### config.mk
export PLATFORM = sky130hd
export DESIGN_NAME = meas_frame_serializer_flat
export DESIGN_NICKNAME = d
export VERILOG_FILES = /design/src/rtl/meas_frame_serializer_if.sv /design/src/rtl/meas_frame_serializer.sv /design/src/flat_wrapper.sv
export SDC_FILE = /design/constraint.sdc
export NUM_CORES = 1
export LEC_CHECK = 0
export ABC_AREA = 1
export BUFFER_PORTS_ARGS = -buffer_cell sky130_fd_sc_hd__buf_2
export CAP_MARGIN = 25
export CORE_MARGIN = 2
export CORE_UTILIZATION = 40
export CTS_BUF_LIST = sky130_fd_sc_hd__clkbuf_16
export CTS_CLUSTER_DIAMETER = 150
export DETAILED_ROUTE_END_ITERATION = 8
export GPL_ROUTABILITY_DRIVEN = 0
export GPL_TIMING_DRIVEN = 0
export RECOVER_POWER = 50
export SLEW_MARGIN = 20
export SYNTH_ARGS = -nofsm -noshare
export SYNTH_HDL_FRONTEND = slang
export SYNTH_SLANG_ARGS = --single-unit
### constraint.sdc
create_clock -name clk -period 5.43 [get_ports clk]
set_input_delay 1.3575 -clock clk [delete_from_list [all_inputs] [get_ports clk]]
set_output_delay 1.3575 -clock clk [all_outputs]
set_load 0.03 [all_outputs]
### src/rtl/meas_frame_serializer_if.sv
// Measurement-word handshake and byte-transmitter signals of the frame serializer.
interface meas_frame_serializer_if;
   logic        w_wr_en;
   logic [31:0] data_TO_FIFO;
   logic        fifo_writing_done;
   logic        tx_busy;
   logic        tx_block;
   logic [7:0]  tx_data;
   logic        new_tx_data;

   // Environment side: producer plus serial transmitter.
   modport master (
      output w_wr_en,
      output data_TO_FIFO,
      input  fifo_writing_done,
      output tx_busy,
      output tx_block,
      input  tx_data,
      input  new_tx_data
   );

   // Serializer side.
   modport slave (
      input  w_wr_en,
      input  data_TO_FIFO,
      output fifo_writing_done,
      input  tx_busy,
      input  tx_block,
      output tx_data,
      output new_tx_data
   );
endinterface

### src/rtl/meas_frame_serializer.sv
// Buffers 32-bit measurement words in a FIFO and drains them as 6-byte frames:
// sync byte, four data bytes (MSB first), XOR checksum.
module meas_frame_serializer #(
   parameter int unsigned DEPTH_LOG2 = 4,
   parameter logic [7:0]  SYNC_BYTE  = 8'hA5
) (
   input  logic                   clk,
   input  logic                   rst,
   meas_frame_serializer_if.slave bus,
   output logic [DEPTH_LOG2:0]    fifo_count,
   output logic [7:0]             drop_cnt
);
   localparam int unsigned DEPTH = 1 << DEPTH_LOG2;

   typedef enum logic [1:0] {StIdle, StSend, StGap} state_e;

   state_e                state_q, state_d;
   logic [31:0]           mem [DEPTH];
   logic [DEPTH_LOG2-1:0] wr_ptr_q, rd_ptr_q;
   logic [DEPTH_LOG2:0]   count_q;
   logic [7:0]            drop_q;
   logic                  wr_prev_q, done_q;
   logic [31:0]           frame_q;
   logic [7:0]            chk_q;
   logic [2:0]            byte_idx_q;
   logic [7:0]            tx_data_q;
   logic                  new_tx_q;

   logic                  capture, full, push, pop, send;
   logic [31:0]           head_word;
   logic [7:0]            byte_sel;

   // One capture per request, however long w_wr_en is held.
   assign capture   = bus.w_wr_en & ~wr_prev_q;
   assign full      = (count_q == (DEPTH_LOG2 + 1)'(DEPTH));
   assign push      = capture & ~full;
   assign head_word = mem[rd_ptr_q];

   // Write side: edge-detect the request, store or drop, acknowledge next cycle.
   always_ff @(posedge clk) begin
      if (rst) begin
         wr_prev_q <= 1'b0;
         done_q    <= 1'b0;
         wr_ptr_q  <= '0;
         drop_q    <= '0;
      end else begin
         wr_prev_q <= bus.w_wr_en;
         // Acknowledge even a dropped word so the producer never stalls.
         done_q    <= capture;
         if (push) wr_ptr_q <= wr_ptr_q + 1'b1;
         if (capture && full && drop_q != 8'hFF) drop_q <= drop_q + 8'd1;
      end
   end

   // FIFO storage; contents are only read when count says they are valid.
   always_ff @(posedge clk) begin
      if (push) mem[wr_ptr_q] <= bus.data_TO_FIFO;
   end

   // Occupancy and read pointer; simultaneous push and pop cancel out.
   always_ff @(posedge clk) begin
      if (rst) begin
         count_q  <= '0;
         rd_ptr_q <= '0;
      end else begin
         if (push && !pop) count_q <= count_q + 1'b1;
         else if (pop && !push) count_q <= count_q - 1'b1;
         if (pop) rd_ptr_q <= rd_ptr_q + 1'b1;
      end
   end

   // Read FSM state register.
   always_ff @(posedge clk) begin
      if (rst) state_q <= StIdle;
      else     state_q <= state_d;
   end

   // Read FSM next state.
   always_comb begin
      state_d = state_q;
      unique case (state_q)
         StIdle:  if (count_q != '0) state_d = StSend;
         StSend:  if (!bus.tx_busy && !bus.tx_block) state_d = StGap;
         StGap:   state_d = (byte_idx_q == 3'd5) ? StIdle : StSend;
         default: state_d = StIdle;
      endcase
   end

   // Read FSM outputs: FIFO pop and byte issue.
   always_comb begin
      pop  = 1'b0;
      send = 1'b0;
      unique case (state_q)
         StIdle:  pop  = (count_q != '0);
         StSend:  send = !bus.tx_busy && !bus.tx_block;
         default: ;
      endcase
   end

   // Byte selection within the frame.
   always_comb begin
      byte_sel = SYNC_BYTE;
      case (byte_idx_q)
         3'd1:    byte_sel = frame_q[31:24];
         3'd2:    byte_sel = frame_q[23:16];
         3'd3:    byte_sel = frame_q[15:8];
         3'd4:    byte_sel = frame_q[7:0];
         3'd5:    byte_sel = chk_q;
         default: byte_sel = SYNC_BYTE;
      endcase
   end

   // Frame register, checksum and byte index; frame_q only loads on a pop.
   always_ff @(posedge clk) begin
      if (rst) begin
         frame_q    <= '0;
         chk_q      <= '0;
         byte_idx_q <= '0;
      end else if (pop) begin
         frame_q    <= head_word;
         chk_q      <= head_word[31:24] ^ head_word[23:16] ^ head_word[15:8] ^ head_word[7:0];
         byte_idx_q <= '0;
      end else if (state_q == StGap && byte_idx_q != 3'd5) begin
         byte_idx_q <= byte_idx_q + 3'd1;
      end
   end

   // Registered transmitter outputs; tx_data holds between strobes.
   always_ff @(posedge clk) begin
      if (rst) begin
         tx_data_q <= '0;
         new_tx_q  <= 1'b0;
      end else begin
         new_tx_q <= send;
         if (send) tx_data_q <= byte_sel;
      end
   end

   assign bus.fifo_writing_done = done_q;
   assign bus.tx_data           = tx_data_q;
   assign bus.new_tx_data       = new_tx_q;
   assign fifo_count            = count_q;
   assign drop_cnt              = drop_q;
endmodule

### src/flat_wrapper.sv
// flat-port wrapper written by rule: the top's interface ports become plain ports
module meas_frame_serializer_flat 
#(
   parameter int unsigned DEPTH_LOG2 = 4,
   parameter logic [7:0]  SYNC_BYTE  = 8'hA5
)
  (clk, rst, fifo_count, drop_cnt, bus_w_wr_en, bus_data_TO_FIFO, bus_fifo_writing_done, bus_tx_busy, bus_tx_block, bus_tx_data, bus_new_tx_data);
  meas_frame_serializer_if bus_i ();
  input  logic clk;
  input  logic rst;
  output logic [DEPTH_LOG2:0] fifo_count;
  output logic [7:0] drop_cnt;
  input wire logic [$bits(bus_i.w_wr_en)-1:0] bus_w_wr_en;
  input wire logic [$bits(bus_i.data_TO_FIFO)-1:0] bus_data_TO_FIFO;
  output wire logic [$bits(bus_i.fifo_writing_done)-1:0] bus_fifo_writing_done;
  input wire logic [$bits(bus_i.tx_busy)-1:0] bus_tx_busy;
  input wire logic [$bits(bus_i.tx_block)-1:0] bus_tx_block;
  output wire logic [$bits(bus_i.tx_data)-1:0] bus_tx_data;
  output wire logic [$bits(bus_i.new_tx_data)-1:0] bus_new_tx_data;
  assign bus_i.w_wr_en = bus_w_wr_en;
  assign bus_i.data_TO_FIFO = bus_data_TO_FIFO;
  assign bus_fifo_writing_done = bus_i.fifo_writing_done;
  assign bus_i.tx_busy = bus_tx_busy;
  assign bus_i.tx_block = bus_tx_block;
  assign bus_tx_data = bus_i.tx_data;
  assign bus_new_tx_data = bus_i.new_tx_data;
  meas_frame_serializer #(.DEPTH_LOG2(DEPTH_LOG2), .SYNC_BYTE(SYNC_BYTE)) u_core (.clk(clk), .rst(rst), .bus(bus_i), .fifo_count(fifo_count), .drop_cnt(drop_cnt));
endmodule
-- Word-level counts from Yosys, hierarchy flattened
Memory sizes are Yosys's and may differ from the RTL's. A register that Yosys moved wholly into a read port is not among the register bits.
Cells that the tools add are included.
- memory bits (writable): 512
- output and inout port bits: 23
- bits in registers: 77
- bits of input ports: 37
- memories: 1
- memories (memory ; words ; width ; read ports ; clocked after Yosys merged registers in ; wr ports ; line ; RTL):
    u_core.mem ; 16 ; 32 ; 1 ; 1 ; 1 ; meas_frame_serializer.sv:18 ; logic [31:0] mem [DEPTH];
- mux-type cells: 13
- reduce and logical (&&, ||, !) cells: 15
- eq/ne operators: 12
- add/sub/neg operators: 6
- bitwise operators: 7
- operator list (kind ; count):
    8-bit case mux with 5 select lines ; 1
    8-bit bitwise XOR ; 3
    5-bit 2-to-1 mux ; 2
    4-bit by 1-bit adder with 4-bit output, second input constant ; 2
    8-bit by 1-bit adder with 8-bit output, second input constant ; 1
    4-bit 2-to-1 mux ; 2
    8-bit != test, second input constant ; 1
    3-bit by 2-bit equality test with 1-bit output, second input constant ; 2
    3-bit equality test, second input constant ; 2
    1-bit logical AND ; 6
    2-bit case mux with 3 select lines ; 1
    5-bit by 1-bit adder with 5-bit output, second input constant ; 1
    5-bit equality test, second input constant ; 1
    1-bit 2-to-1 mux ; 5
    5-bit nonzero test ; 1
    5-bit by 1-bit subtractor with 5-bit output, second input constant ; 1
    1-bit logical NOT ; 4
    2-bit 2-to-1 mux ; 2
    2-bit by 1-bit != test with 1-bit output, second input constant ; 2
    3-bit by 1-bit adder with 3-bit output, second input constant ; 1
    3-bit by 1-bit equality test with 1-bit output, second input constant ; 1
    3-bit != test, second input constant ; 1
    1-bit AND ; 2
    2-bit by 1-bit equality test with 1-bit output, second input constant ; 1
    6 further kinds ; 7

-- Logic depth before layout (Yosys ltp)
Gate-level depths: netlist of run 1.
- word-level depth: 7
- mapped depth: 17
- mapped depth without buffers: 14

-- Worst setup path after synthesis of run 1
OpenSTA, ideal clock, no wires.
- path kind: input-to-reg
- from: in bus_w_wr_en
- to: mem u_core.mem[11][0], enable pin
- setup time: 0.421 ns
- slack: 1.773 ns
- buffers on the path: 0
- stages: 6
- arrival time: 3.236 ns
- cell sequence: inv_1 > nor2_1 > nand2_1 > inv_1 > nand2_1 > nor2_1
- longest elaborated chain between the ends: 4
- RTL lines (what ; line ; RTL):
    from (decl) ; flat_wrapper.sv:13 ; input wire logic [$bits(bus_i.w_wr_en)-1:0] bus_w_wr_en;
    1-bit AND ; meas_frame_serializer.sv:34 ; assign capture = bus.w_wr_en & ~wr_prev_q;
    1-bit AND ; meas_frame_serializer.sv:36 ; assign push = capture & ~full;
    named net u_core.push ; meas_frame_serializer.sv:29 ; logic capture, full, push, pop, send;
    1-bit 2-to-1 mux ; meas_frame_serializer.sv:57 ; if (push) mem[wr_ptr_q] <= bus.data_TO_FIFO;
    1-bit 2-to-1 mux (not written as such) ; meas_frame_serializer.sv:57 ;
    to (decl) ; meas_frame_serializer.sv:18 ;
The timed path passes the listed nets, and every way through them passes these cells.

-- Worst setup path after layout of run 1
- from: in bus_w_wr_en
- to: mem u_core.mem[12][31], enable pin
The elaborated chain is that of the path after synthesis.

==> impl_summary.log, run 1 <==
INFO  metric cts.htree.levels = 2
INFO  metric drt_pass_1_iters = 6
INFO  metric number_of_nets_produced_by_synthesis = 2441
INFO  metric maxCapViolCount = 1
INFO  metric critical_path.reg2reg.endpoint = u_core.frame_q[13]$_SDFFE_PP0P_
INFO  metric tritoncts_num_sinks = 593
INFO  metric timing.critical_path.buf_inv = 5
INFO  metric grt_use_met2 = 0.394
INFO  metric cts_resized = 0
INFO  metric final_report_hold_violation_count = 0
INFO  metric placeableCoreArea = 61500 sq um
INFO  metric dp_cells = 3268
INFO  metric synthAdderAreaFrac = 0.00837
INFO  metric effective_utilization_at_floorplan = 0.403
INFO  metric detailedRoute.firstIterationViolations = 2345
INFO  metric run_status = finished, violations left
INFO  metric finalHoldWorstSlack = 0.414 ns
INFO  metric cts.reportedPaths.clkPinSlew = 0.06 ns
INFO  metric port-buffer-count = 58
INFO  metric grt_pass1_wl = 115000 um
INFO  metric final.period_utilization = 0.630
INFO  metric synthCells = 2388
INFO  metric overflow = 0
INFO  metric post_synth_and_or_nand_nor_area_fraction = 0.200
INFO  metric vias = 18300
INFO  metric critical-path-top-delay-family = buffers and inverters
INFO  metric globalRouteMet3Util = 0.0442
INFO  metric antenna_found_initial = 2
INFO  metric syn_avg_cell_area = 10.4 sq um
INFO  metric cts_max_path_buffers = 3
INFO  metric grt_max_degree = 19
INFO  metric postRouteAntennaNets = 0
INFO  metric critPathLaunch = bus_w_wr_en
INFO  metric cts-root-buf = clkbuf_16
INFO  metric drive_gt1_frac = 0.0976
INFO  metric timing.final.crit_period = 3.42 ns
INFO  metric path_cells = buf_2, inv_1, nor2_1, nand2_1, inv_1, nand2_1, nor2_1, clkbuf_1, buf_12
INFO  metric overall_routing_resource_usage = 0.251
INFO  metric largest_family_of_logic_cells_by_synthesized_area = simple AND/OR/NAND/NOR gates
INFO  metric die_y = 253 um
INFO  metric worstSetupStartpointType = input pin
INFO  metric worst_ep_arrival_time = 3.77 ns
INFO  metric gr-max-usage-layer = met2
INFO  metric grt_util_met1 = 0.343
INFO  metric dieArea = 64000 sq um
INFO  metric num_io_pins = 60
INFO  metric largest_driver_fanout_on_the_critical_path = 17
INFO  metric r2r-start = u_core.fifo_count[1]$_SDFFE_PP0P_
INFO  metric num-nets-final = 2595
INFO  metric worst_pin_slew = 1.57 ns
INFO  metric synth.mux.area_fraction = 0
INFO  metric finalSetupViolations = 0
INFO  metric hp-class = register to register
INFO  metric avgViaCountPerCell = 5.41
INFO  metric worst-r2r-cell-count = 8
INFO  metric insertion_delay = 0.66 ns
INFO  metric postCtsHoldBufs = 0
INFO  metric crit_path_end = u_core.mem[12][31]$_DFFE_PP_
INFO  metric synthesized_area_fraction_occupied_by_ao_oa_aoi_and_oai_cells = 0.0460
INFO  metric synth.ff_latch_count = 593
INFO  metric category_of_the_critical_setup_timing_path = input pin to register
INFO  metric instances_no_fill = 3385
INFO  metric ys_seq_area_frac = 0.685
INFO  metric power_leakage = 11.3 nW
INFO  metric timing.critical_path.to_type = register
INFO  metric crit_slowest_cell = clkbuf_1
INFO  metric violated_checks = capacitance limit, slew limit
INFO  metric max_freq = 292 MHz
INFO  metric count_of_yosys_warnings_during_synthesis = 0
INFO  metric timing.reg2reg.setup_slack = 2.31 ns
INFO  metric worst_ir_drop_vdd = 288 uV
INFO  metric area_delta_synth_final = 16.3%
INFO  metric slew-limit-headroom = -0.0479
INFO  metric rsz0062_at_grt = no
INFO  metric cpPeakStageDelay = 1.15 ns
INFO  metric finish.utilization = 0.469
INFO  metric detail_route.wl_per_cell = 23.7 um
INFO  metric remaining_drc_errors = 0
INFO  metric final-max-slew-violation-count = 16
INFO  metric first_global_vias = 17300
INFO  metric clock-skew-final = 0.0271 ns
INFO  metric die_outline_width = 253 um
INFO  metric cp_data_required_time = 5.78 ns
INFO  metric count_of_different_cell_masters_after_synthesis = 36
INFO  metric p_per_area = 512 nW/um^2
INFO  metric cts_tree = built
INFO  metric cts_inserted_buffers = 61
INFO  metric synth_xor_area_frac = 0.00283
INFO  metric rows = 91
INFO  metric drt_wl_total = 80200 um
INFO  metric worst-path-stages = 9
INFO  metric synth.cell_area = 24800 sq um
INFO  metric post_cts_buffers = 0
INFO  metric detailed_placement_wirelength_estimate = 53000 um
[final cells by class]
class	count	area (sq um)
Fill cell	5609	32600
Buffer	115	544
Timing Repair Buffer	91	1030
Inverter	232	871
Tap cell	790	988
Multi-Input combinational cell	1448	6470
Antenna cell	2	5.00
Clock inverter	51	373
Sequential cell	593	17000
Clock buffer	63	1580
[layout by cell type (no fill, tap or decap), drive strengths merged]
cell    synthesis  routed
nand3b          1       1
nor2          223     223
o22ai          26      26
a21oi          24      24
or2             9       9
xnor2           5       5
nor3            5       5
a211oi          6       6
a221oi          4       4
ha             15      15
o21ai         118     118
nand4           3       3
o211ai         21      21
a31oi           1       1
nand2         714     714
diode           0       2
clkbuf         28     125
dfxtp          81      81
nand3         264     264
o21a            1       1
clkinv          0      27
buf            87     144
nor4            2       2
fa              1       1
inv           232     251
o221ai          1       1
bufinv          0       5
xor2            3       3
edfxtp        512     512
a21o            1       1
[synthesized netlist by cell type, drive strengths merged]
| cell | count | area (sq um) |
|---|---|---|
| nand2 | 714 | 2680 |
| edfxtp | 512 | 15400 |
| nand3 | 264 | 1320 |
| inv | 232 | 871 |
| nor2 | 223 | 840 |
| o21ai | 118 | 591 |
| buf | 87 | 440 |
| dfxtp | 81 | 1620 |
| clkbuf | 28 | 105 |
| o22ai | 26 | 163 |
| a21oi | 24 | 120 |
| o211ai | 21 | 158 |
| ha | 15 | 188 |
| or2 | 9 | 56.3 |
| a211oi | 6 | 45.0 |
| nor3 | 5 | 25.0 |
| xnor2 | 5 | 43.8 |
| a221oi | 4 | 35.0 |
| nand4 | 3 | 18.8 |
| xor2 | 3 | 26.3 |
| nor4 | 2 | 18.8 |
| a21o | 1 | 7.51 |
| a31oi | 1 | 6.26 |
| fa | 1 | 20.0 |
| nand3b | 1 | 7.51 |
| o21a | 1 | 7.51 |
| o221ai | 1 | 8.76 |
[state kept, by name, indices dropped and copies added (netlist names), named ones only]
signal                        cells
u_core.bus.fifo_writing_done      1
u_core.bus.new_tx_data            1
u_core.bus.tx_data                8
u_core.byte_idx_q                 3
u_core.chk_q                      8
u_core.drop_cnt                   8
u_core.fifo_count                 5
u_core.frame_q                   32
u_core.mem                      512
u_core.rd_ptr_q                   4
u_core.state_q                    2
u_core.wr_prev_q                  1
u_core.wr_ptr_q                   4
[routing by layer]
metal	vias to the layer above	routed length, um	share of wire
met5	-	0	0
met4	0	3330	0.041
met3	193	8400	0.10
met2	1003	35900	0.45
met1	8803	32600	0.41
li1	8305	-	-
[logic make-up after synthesis]
logic type,Yosys count
AO/OA/AOI/OAI,203
XOR/XNOR,8
adder cells (fa/ha/maj),16
buffers and inverters,347
flip-flops,593
AND/OR/NAND/NOR,1221
[worst register-to-register path: stages, from the launching register on]
cell and delay [ns]:
dfxtp_1 0.36, nor4_1 0.50, nand2_1 0.14, nand2_1 0.40, inv_1 0.30, nor2_1 0.61, clkinv_1 0.24, clkbuf_1 0.30
o22ai_1 0.20
[metrics by stage]
stage	instance area (sq um)	TNS, ns	setup slack, ns	power, W
6_report	28900	0	2.01	0.0148
3_5_place_dp	27000	0	1.87	0.0106
4_1_cts	28900	0	2.47	0.0147
3_3_place_gp	26100	-216.44	-0.659	0.0105
5_1_grt	28900	0	1.94	0.0154
2_1_floorplan	24800	0	1.77	0.00852
[how the worst min path moves through the flow]
stage | cells after the start | slack [ns] | start | to
after global routing | 1 | 0.45 | u_core.wr_prev_q$_SDFF_PP0_ | u_core.bus.fifo_writing_done$_SDFF_PP0_
after detailed placement | 1 | 0.41 | u_core.wr_prev_q$_SDFF_PP0_ | u_core.bus.fifo_writing_done$_SDFF_PP0_
after global placement | 1 | 0.40 | u_core.wr_prev_q$_SDFF_PP0_ | u_core.bus.fifo_writing_done$_SDFF_PP0_
final | 1 | 0.41 | u_core.wr_prev_q$_SDFF_PP0_ | u_core.bus.fifo_writing_done$_SDFF_PP0_
after CTS | 1 | 0.42 | u_core.wr_prev_q$_SDFF_PP0_ | u_core.bus.fifo_writing_done$_SDFF_PP0_
after floorplan | 1 | 0.40 | u_core.wr_prev_q$_SDFF_PP0_ | u_core.bus.fifo_writing_done$_SDFF_PP0_
[power by group]
group | switching, W | total (W) | internal [W]
Sequential | 0.0000966 | 0.00527 | 0.00517
Combinational | 0.00395 | 0.00536 | 0.00141
Clock | 0.00180 | 0.00413 | 0.00233
Power figures use the tool's default switching activity.
==> run 2: changes to the inputs <==
Settings changed: ABC_AREA 1 to 0.
Clock period 5.43 ns to 2.9 ns, I/O delays scaled along.
==> run 2 against run 1 <==
  * The run now ends clean
  * Via count decreased by 30%
  * Total power increased by 55%
  * Global-route usage decreased by 5.1 points
  * Design area decreased by 4.8%
  * Synthesized area decreased by 6.2%
  * Critical path depth decreased by 1
  * Count of clock-buffer cells in the layout decreased by 3
  * Die area decreased by 6.1%
  * Cell count decreased by 33%
  * Routed wire length decreased by 26%
  * Combinational power increased by 9.1%
  * First-iteration DRC count decreased by 45%
  * Critical endpoint is now u_core.chk_q[4]$_SDFFE_PP0P_
  * Largest power group is now sequential cells
  * Highest routed layer is now met5
==> impl_summary.log, run 2 <==
INFO  metric finalWorstSetupSlack = 0.0635 ns (was 2.01 ns)
INFO  metric postCtsHoldBufs = 0 (unchanged)
INFO  metric worst_ir_drop_vdd = 576 uV (was 288 uV)
INFO  metric async_flop_share = 0 (unchanged)
INFO  metric cts.htree.levels = 2 (unchanged)
INFO  metric overall_routing_resource_usage = 0.200 (was 0.251)
INFO  metric min_from = bus_w_wr_en (was u_core.wr_prev_q$_SDFF_PP0_)
INFO  metric effective_utilization_at_floorplan = 0.404 (was 0.403)
INFO  metric number_of_nets_produced_by_synthesis = 1345 (was 2441)
INFO  metric synth_top_cells_by_area = edfxtp_1 (66%), mux4_2 (8.5%), dfxtp_1 (7.0%), mux2i_1 (4.3%), nor2_1 (1.4%) (was edfxtp_1 (62%), nand2_1 (11%), dfxtp_1 (6.5%), nand3_1 (5.3%), nor2_1 (3.4%))
INFO  metric layout.area.seq = 17000 sq um (about the same)
INFO  metric synthCells = 1292 (was 2388)
INFO  metric slew-limit-headroom = 0.312 (was -0.0479)
INFO  metric synth.largest_area_cell = edfxtp_1 (unchanged)
INFO  metric hold_depth = 2 (was 1)
INFO  metric dp_cells = 2153 (was 3268)
INFO  metric synth.cell_area = 23300 sq um (was 24800 sq um)
INFO  metric cts.reportedPaths.clkPinSlew = 0.06 ns (about the same)
INFO  metric cpPeakStageDelay = 0.58 ns (was 1.15 ns)
INFO  metric clock-skew-final = 0.0190 ns (was 0.0271 ns)
INFO  metric avgViaCountPerCell = 5.63 (was 5.41)
INFO  metric synth.ff_latch_count = 593 (unchanged)
INFO  metric dieArea = 60100 sq um (was 64000 sq um)
INFO  metric mostFrequentLayoutCell = edfxtp_1 (was nand2_1)
INFO  metric insertion_delay = 0.64 ns (was 0.66 ns)
INFO  metric nFillCells = 4824 (was 5609)
INFO  metric antenna_found_initial = 3 (was 2)
INFO  metric area_delta_synth_final = 18.1% (was 16.3%)
INFO  metric max_freq = 353 MHz
INFO  metric path_cells = buf_6, buf_12, buf_12, buf_6, mux4_2, a221oi_4, xnor3_1, o21a_1 (was buf_2, inv_1, nor2_1, nand2_1, inv_1, nand2_1, nor2_1, clkbuf_1, buf_12)
INFO  metric worst_hold_path.endpoint = u_core.wr_prev_q$_SDFF_PP0_ (was u_core.bus.fifo_writing_done$_SDFF_PP0_)
INFO  metric power_leakage = 8.84 nW (was 11.3 nW)
INFO  metric design_power_total = 0.0228 W (was 0.0148 W)
INFO  metric port-buffer-count = 58 (unchanged)
INFO  metric worst-r2r-cell-count = 8 (unchanged)
INFO  metric worst_pin_slew = 1.03 ns (was 1.57 ns)
INFO  metric detail_route.wl_per_cell = 26.4 um (was 23.7 um)
INFO  metric final-max-slew-violation-count = 0 (was 16)
INFO  metric drt_wl_total = 59600 um (was 80200 um)
INFO  metric dominantRegCellSynth = edfxtp_1 (unchanged)
INFO  metric grt_max_degree = 17 (was 19)
INFO  metric globalRouteMet3Util = 0.0323 (was 0.0442)
INFO  metric timing.critical_path.buf_inv = 4 (was 5)
INFO  metric rows = 88 (was 91)
INFO  metric hp-class = input pin to register (was register to register)
INFO  metric final.period_utilization = 0.978
INFO  metric cts-root-buf = clkbuf_16 (unchanged)
INFO  metric postRouteAntennaNets = 0 (unchanged)
INFO  metric category_of_the_critical_setup_timing_path = register to register (was input pin to register)
INFO  metric p_per_area = 832 nW/um^2 (was 512 nW/um^2)
INFO  metric placement.setup.worst_slack = -1.05 ns (was 1.87 ns)
INFO  metric gr-max-usage-layer = met2 (unchanged)
INFO  metric largest-register = u_core.mem (unchanged)
INFO  metric syn_avg_cell_area = 18.0 sq um (was 10.4 sq um)
INFO  metric finalSetupViolations = 0 (unchanged)
INFO  metric postPlaceCellArea = 25500 sq um (was 27000 sq um)
INFO  metric worstSetupStartpointType = register (was input pin)
INFO  metric tritoncts_num_sinks = 593 (unchanged)
INFO  metric multi_input_comb_area = 6030 sq um (was 6470 sq um)
INFO  metric vias = 12700 (was 18300)
INFO  metric first_global_vias = 12700 (was 17300)
INFO  metric grt_use_met2 = 0.317 (was 0.394)
INFO  metric detailedRoute.firstIterationViolations = 1292 (was 2345)
INFO  metric crit_slowest_cell = mux4_2 (was clkbuf_1)
INFO  metric grt_util_met1 = 0.285 (was 0.343)
INFO  metric timing.critical_path.to_type = register (unchanged)
INFO  metric yosys.cell_count.top_type = edfxtp_1 (was nand2_1)
INFO  metric cp_data_required_time = 3.42 ns (was 5.78 ns)
INFO  metric biggest_registers_after_layout = u_core.mem (512), u_core.frame_q (32) (unchanged)
INFO  metric overflow = 0 (unchanged)
INFO  metric count_of_yosys_warnings_during_synthesis = 0 (unchanged)
INFO  metric worst_ep_arrival_time = 3.36 ns (was 3.77 ns)
INFO  metric final_report_hold_violation_count = 0 (unchanged)
INFO  metric synthDominantCellAreaShare = 0.661 (was 0.620)
INFO  metric num_io_pins = 60 (unchanged)
INFO  metric instances_no_fill = 2263 (was 3385)
INFO  metric die_y = 245 um (was 253 um)
INFO  metric critical-path-top-delay-family = buffers and inverters (unchanged)
INFO  metric drt_pass_1_iters = 7 (was 6)
INFO  metric ys_seq_area_frac = 0.731 (was 0.685)
INFO  metric cts_inserted_buffers = 59 (was 61)
INFO  metric timing.reg2reg.setup_slack = 0.06 ns (was 2.31 ns)
INFO  metric cts_tree = built (unchanged)
INFO  metric synth_enable_flop_cells = 512 (unchanged)
INFO  metric critical_path.reg2reg.endpoint = u_core.chk_q[4]$_SDFFE_PP0P_ (was u_core.frame_q[13]$_SDFFE_PP0P_)
INFO  metric drive_gt1_frac = 0.222 (was 0.0976)
INFO  metric number_of_flip_flops_in_the_largest_register = 512 (unchanged)
INFO  metric detailed_placement_wirelength_estimate = 38800 um (was 53000 um)
INFO  metric count_of_different_cell_masters_after_synthesis = 49 (was 36)
INFO  metric finish.instance_area = 27500 sq um (was 28900 sq um)
INFO  metric timing.final.crit_period = 2.84 ns
INFO  metric most-common-layout-cells = edfxtp_1 (512), mux2i_1 (99), mux4_2 (88) (was nand2_1 (714), edfxtp_1 (512), nand3_1 (264))
INFO  metric largest_driver_fanout_on_the_critical_path = 10 (was 17)
INFO  metric remaining_drc_errors = 0 (unchanged)
INFO  metric placeableCoreArea = 57600 sq um (was 61500 sq um)
INFO  metric grt_pass1_wl = 86900 um (was 115000 um)
INFO  metric num-nets-final = 1502 (was 2595)
INFO  metric cts_max_path_buffers = 3 (unchanged)
INFO  metric post_synth_most_frequent_cells = edfxtp_1 (512), mux2i_1 (99), mux4_2 (88), nor2_1 (88), dfxtp_1 (81) (was nand2_1 (713), edfxtp_1 (512), nand3_1 (264), nor2_1 (222), inv_1 (207))
INFO  metric maxCapViolCount = 0 (was 1)
INFO  metric die_outline_width = 245 um (was 253 um)
INFO  metric run_status = finished, final reports clean (was finished, violations left)
INFO  metric setup_tns = 0 ns (unchanged)
INFO  metric rsz0062_at_grt = yes (was no)
==> run 2: cell count changes in the layout (fill, tap and decap cells not counted), moves of 26 or more <==
cell,delta
mux2i_1,+99
nand2_1,-650
nand3_1,-263
inv_1,-204
buf_2,-53
mux4_2,+88
nor2_1,-135
o21ai_0,-77
a221oi_1,+26
o22ai_1,-26
==> run 2: where the power goes <==
group / total [W] / internal (W) / switching, W
Clock: 0.00704 / 0.00384 / 0.00321
Sequential: 0.00994 / 0.00970 / 0.000245
Combinational: 0.00585 / 0.00250 / 0.00336
Total: 0.0228 / 0.0160 / 0.00681
==> run 2: layout make-up <==
class | count | area share
multi-input combinational | 613 | 0.220
antenna | 1 | 0.0000911
clock buffer | 60 | 0.0547
sequential | 593 | 0.619
buffer | 73 | 0.0189
clock inverter | 49 | 0.0103
inverter | 9 | 0.00123
tap | 765 | 0.0349
timing repair buffer | 100 | 0.0412
==> run 2: cell families (layout without fill, tap and decap cells) <==
group | Yosys count | in the layout | share of synthesized area
AOI/OAI and AO/OA | 174 | 174 | 0.0570
other | 0 | 1 | 0
muxes | 187 | 187 | 0.128
DFF | 593 | 593 | 0.731
buffers and inverters | 86 | 291 | 0.0228
and+or+nand+nor | 201 | 201 | 0.0365
xor gates and xnor gates | 35 | 35 | 0.0161
adders and majority gates | 16 | 16 | 0.00893
==> run 2: how the worst max path moves through the flow <==
stage               slack, ns  depth (start not counted)                                end                               from
finish                   0.06                          8       u_core.chk_q[4]$_SDFFE_PP0P_                           register
global route            -0.07                         12  u_core.fifo_count[4]$_SDFFE_PP0P_  u_core.fifo_count[3]$_SDFFE_PP0P_
CTS                     -0.03                          8       u_core.chk_q[4]$_SDFFE_PP0P_                           register
detailed placement      -1.05                         10       u_core.chk_q[4]$_SDFFE_PP0P_                           register
global placement        -2.96                          5       u_core.mem[15][13]$_DFFE_PP_                        bus_w_wr_en
floorplan               -0.38                          4         u_core.mem[7][0]$_DFFE_PP_                        bus_w_wr_en
==> run 2: through the flow <==
step | hold WS [ns] | util
finish | 0.359 | 0.477
global route | 0.391 | 0.477
CTS | 0.344 | 0.476
detailed placement | 0.447 | 0.443
global placement | 0.446 | 0.426
floorplan | 0.434 | -
==> run 2: repair_timing <==
item,CTS,global route
hold endpoints to repair,0,0
pin swaps,1,2
resized for setup,34,25
endpoints found under the setup margin,63,10
buffers inserted,1,3
==> run 2: routing by layer <==
metal | wire length, um | vias up
li1 | - | 5510
met1 | 26600 | 6678
met2 | 27800 | 459
met3 | 3820 | 96
met4 | 1360 | 4
met5 | 23 | -
==> run 2: worst reg2reg max path, cell delays in order (launching register included) <==
cell,delay [ns]
dfxtp_2,0.39
buf_6,0.15
buf_12,0.16
buf_12,0.18
buf_6,0.25
mux4_2,0.60
a221oi_4,0.49
xnor3_1,0.33
o21a_1,0.19
